**src/rtl/ex_fwd_ctrl.sv**
```systemverilog
// Execute-stage forwarding and load-use stall controller over a 2-deep producer tag pipeline.
// Build option FWD_MW_PATH_EN: operand B takes a non-load M-stage result over the ALU M/W path (select 11).
module ex_fwd_ctrl (
  input  logic       clk,
  input  logic       rst_n,
  input  logic       id_valid_i,
  input  logic [2:0] id_src_idx_i,
  input  logic       id_src_used_i,
  input  logic [2:0] id_dst_idx_i,
  input  logic       id_dst_used_i,
  input  logic       id_wr_en_i,
  input  logic       id_is_load_i,
  input  logic       flush_i,
  output logic [1:0] fu_src_sel_o,
  output logic [1:0] fu_dst_sel_o,
  output logic       stall_o,
  output logic       ex_valid_o
);

  typedef struct packed {
    logic       valid;
    logic       wr_en;
    logic       is_load;
    logic [2:0] dst_idx;
  } tag_t;

  localparam logic [1:0] SEL_MUX = 2'b00;
  localparam logic [1:0] SEL_WB  = 2'b01;
  localparam logic [1:0] SEL_EM  = 2'b10;
  localparam logic [1:0] SEL_MW  = 2'b11;

`ifdef FWD_MW_PATH_EN
  localparam logic MW_PATH_EN = 1'b1;
`else
  localparam logic MW_PATH_EN = 1'b0;
`endif

  // The W-stage tag is not kept: the register file is write-first, so W never forwards.
  tag_t       e_q, e_d;
  tag_t       m_q;
  logic [1:0] src_sel_q, src_sel_d;
  logic [1:0] dst_sel_q, dst_sel_d;

  logic p1_wr, p2_wr;
  logic src_p1, src_p2, dst_p1, dst_p2;
  logic accept;

  assign p1_wr  = e_q.valid & e_q.wr_en;
  assign p2_wr  = m_q.valid & m_q.wr_en;
  assign src_p1 = id_src_used_i & p1_wr & (e_q.dst_idx == id_src_idx_i);
  assign src_p2 = id_src_used_i & p2_wr & (m_q.dst_idx == id_src_idx_i);
  assign dst_p1 = id_dst_used_i & p1_wr & (e_q.dst_idx == id_dst_idx_i);
  assign dst_p2 = id_dst_used_i & p2_wr & (m_q.dst_idx == id_dst_idx_i);

  assign stall_o = id_valid_i & ~flush_i & e_q.is_load & (src_p1 | dst_p1);
  assign accept  = id_valid_i & ~flush_i & ~stall_o;

  always_comb begin
    e_d       = '0;
    src_sel_d = SEL_MUX;
    dst_sel_d = SEL_MUX;
    if (accept) begin
      e_d.valid   = 1'b1;
      e_d.wr_en   = id_wr_en_i;
      e_d.is_load = id_is_load_i;
      e_d.dst_idx = id_dst_idx_i;
      if (src_p1)      src_sel_d = SEL_EM;
      else if (src_p2) src_sel_d = SEL_WB;
      if (dst_p1)      dst_sel_d = SEL_EM;
      else if (dst_p2) dst_sel_d = (MW_PATH_EN && !m_q.is_load) ? SEL_MW : SEL_WB;
    end
  end

  always_ff @(posedge clk or negedge rst_n) begin
    if (!rst_n) begin
      e_q       <= '0;
      m_q       <= '0;
      src_sel_q <= SEL_MUX;
      dst_sel_q <= SEL_MUX;
    end else begin
      e_q       <= e_d;
      m_q       <= e_q;
      src_sel_q <= src_sel_d;
      dst_sel_q <= dst_sel_d;
    end
  end

  assign fu_src_sel_o = src_sel_q;
  assign fu_dst_sel_o = dst_sel_q;
  assign ex_valid_o   = e_q.valid;

endmodule

```
**config.mk**
```make
export PLATFORM = sky130hd
export DESIGN_NAME = ex_fwd_ctrl
export DESIGN_NICKNAME = d
export VERILOG_FILES = /design/src/rtl/ex_fwd_ctrl.sv
export SDC_FILE = /design/constraint.sdc
export NUM_CORES = 1
export LEC_CHECK = 0
export CAP_MARGIN = 15
export CORE_UTILIZATION = 47
export CTS_CLUSTER_DIAMETER = 80
export DETAILED_ROUTE_END_ITERATION = 12
export PLACE_DENSITY = 0.85
export SETUP_SLACK_MARGIN = 0.5
export SYNTH_ARGS = -nofsm -noshare
export SYNTH_HDL_FRONTEND = slang
export SYNTH_SLANG_ARGS = --single-unit
```
**constraint.sdc**
```tcl
create_clock -name clk -period 2.5 [get_ports clk]
set_input_delay 0.5 -clock clk [delete_from_list [all_inputs] [get_ports clk]]
set_output_delay 0.5 -clock clk [all_outputs]
set_load 0.005 [all_outputs]
```
==> results.json <==
{
  "status": "complete, no violations",
  "worst_pin_slew_ns": 0.6616,
  "ff_latch_area_um2": 375.4,
  "gp_congestion": 0.7248,
  "cts_buffers": 3,
  "finalHoldViolCount": 0,
  "drive_gt1_frac": 0.2209,
  "remaining_drc_errors": 0,
  "layout.nets": 101,
  "rows": 13,
  "ios": 20,
  "cp_data_required_time_ns": 2.00,
  "portBuffers": 19,
  "grt_max_degree": 16,
  "area_growth_pct": 45.37,
  "hold_path_class": "flop to flop",
  "synthAdderAreaFrac": 0,
  "n_antenna_cell": 0,
  "cts_sinks": 15,
  "p_int_mw": 0.3437,
  "cp_data_arrival_time_ns": 1.67,
  "switching_power_mw": 0.1065,
  "track_usage": 0.2552,
  "leakage_nw": 0.4523,
  "period_needed_ns": 2.167,
  "place_hpwl_mm": 1.139,
  "synth_cell_type_count": 14,
  "p_comb_frac": 0.128,
  "synth_cells": 55,
  "vias": 537,
  "synth_compound_area_frac": 0.07143,
  "ant_nets": 0,
  "clk_latency_ns": 0.28,
  "viasPerCell": 5.317,
  "p_clk_frac": 0.303,
  "layout_common_cells": "dfrtp_1 (15), xor2_1 (12), clkdlybuf4s50_1 (10)",
  "final-max-slew-violation-count": 0,
  "cts_root_buffer": "clkbuf_4",
  "avgSynthCellArea_um2": 11.78,
  "drt-pass1-iter-count": 4,
  "skew_ns": 0.0009003,
  "p_sw_frac": 0.2366,
  "synth_top_area_frac": 0.5792,
  "synth_top_family_by_area": "simple AND/OR/NAND/NOR gates",
  "synth_mux_area_frac": 0,
  "finalWirelength_mm": 1.568,
  "grt_antenna_before_repair": 0,
  "layout_worst_path_cycle_share": 0.8666,
  "clk_pin_slew_worst_paths_ns": 0.09,
  "syn-num-nets": 69,
  "seq_power_share": 0.569,
  "finalSetupViolations": 0,
  "core_area_mm2": 0.001285,
  "grt_pass1_wl_mm": 2.435,
  "rsz0062_at_grt": "true",
  "synth_xor_area_frac": 0.1622,
  "ys_seq_area_frac": 0.5792,
  "fmax_mhz": 461.6,
  "wl_per_cell_um": 15.52,
  "yosysTopAreaCell": "dfrtp_1",
  "yosysWarnings": 0,
  "yosys.area_share.simple": 0.1815,
  "slew_headroom": 0.5576,
  "stdcell_count": 101,
  "fill_cells": 94,
  "drtIter0Drc": 11,
  "fp.dieW_um": 39.14,
  "cts_htree_levels": 1,
  "dieArea_mm2": 0.001532,
  "clockBufferDepth": 2,
  "gr-total-overflow": 0,
  "yosys-top-cells-area": "dfrtp_1 (58%), xor2_1 (16%), nand2_1 (3.5%), nor2_1 (3.5%), o2111a_1 (3.5%)",
  "tritoncts": "yes",
  "placed_cells": 96,
  "grt_pass1_vias": 580,
  "final_common_cell": "dfrtp_1",
  "powerDensity_mw_per_mm2": 477.8,
  "cp_max_fo": 2,
  "endpoint_kind": "output port",
  "ir_worst_vdd_mv": 0.4086,
  "multi_input_area_um2": 272.8,
  "worstSetupPathType": "input pin to output port",
  "ys_ff_latch": 15,
  "die_y_um": 39.14,
  "syn_area_um2": 648.1,
  "total_power_mw": 0.4502,
  "startpoint_type": "input pin",
  "hold_buffers": 0,
  "initial_core_util": 0.5044,
  "cap_violations": 0
}
## power by group through the flow
stage               clock (mW)  combinational [mW]  sequential (mW)
finish                   0.137              0.0574            0.256
detailed placement           0              0.0594            0.261
global placement             0              0.0577            0.260
floorplan                    0              0.0174            0.259
global route             0.151              0.0627            0.257
CTS                      0.140              0.0577            0.256
## synth_stat cells
cell / count
a21boi_4: 1
a21oi_1: 1
clkbuf_1: 1
dfrtp_1: 15
nand2_1: 6
nand2b_1: 1
nand3_1: 3
nor2_1: 6
nor2b_1: 1
nor3_1: 2
nor4_1: 2
o2111a_1: 2
or4_4: 2
xor2_1: 12
## sequential cells by signal, indices dropped and copies added (netlist names)
register and count:
e_q 5, m_q 5, fu_dst_sel_o 2, fu_src_sel_o 2, ex_valid_o 1
## cells by family (layout without fill, tap and decap cells)
kind of cell    after synthesis  after routing
compound gates                4              4
xor+xnor                     12             12
buf+inv                       1             32
flops                        15             15
simple gates                 23             23
## per-layer routing
metal	global-route usage	wire length, um
met1	0.2889	641
met5	0	0
met4	0.1638	40
met3	0.05780	61
met2	0.4250	824
## through the flow
stage / TNS, ns / instance area [um^2] / worst slack, ns / hold slack, ns / utilization
floorplan: 0 / 648.1 / 0.6003 / 0.2044 / -
global placement: -0.3499 / 913.4 / -0.3499 / 0.3992 / 0.7108
detailed placement: -0.3511 / 913.4 / -0.3511 / 0.4121 / 0.7108
CTS: 0 / 942.2 / 0.3423 / 0.4360 / 0.7332
global route: 0 / 942.2 / 0.2853 / 0.4582 / 0.7332
finish: 0 / 942.2 / 0.3334 / 0.4323 / 0.7332
## area by class of cell
cell class,count,area share
Clock buffer,4,0.02789
Timing Repair Buffer,28,0.2643
Sequential cell,15,0.3984
Multi-Input combinational cell,39,0.2895
Tap cell,15,0.01992
## worst max-delay path: stages
cell	delay (ns)
dlygate4sd2_1	0.25
nand3_1	0.10
or4_4	0.55
a21oi_2	0.14
buf_2	0.12
## final timing paths
path / slack [ns] / cells after the start / startpoint / end
setup reg to reg: 0.79 / 5 / e_q[1]$_DFF_PN0_ / e_q[1]$_DFF_PN0_
hold / removal: 0.43 / 0 / e_q[4]$_DFF_PN0_ / m_q[4]$_DFF_PN0_
setup / recovery: 0.33 / 5 / id_dst_used_i / stall_o
hold reg to reg: 0.43 / 0 / e_q[4]$_DFF_PN0_ / m_q[4]$_DFF_PN0_
min in group asynchronous: 0.62 / 1 / rst_n / m_q[1]$_DFF_PN0_
max in group asynchronous: 1.46 / 1 / rst_n / fu_dst_sel_o[0]$_DFF_PN0_
## timing repair
action                     CTS  global route
setup endpoints to repair    1             1
buffers inserted             1             0
pin swaps                    4             0
resized for setup           18             0
(Power assumes the default switching activity.)
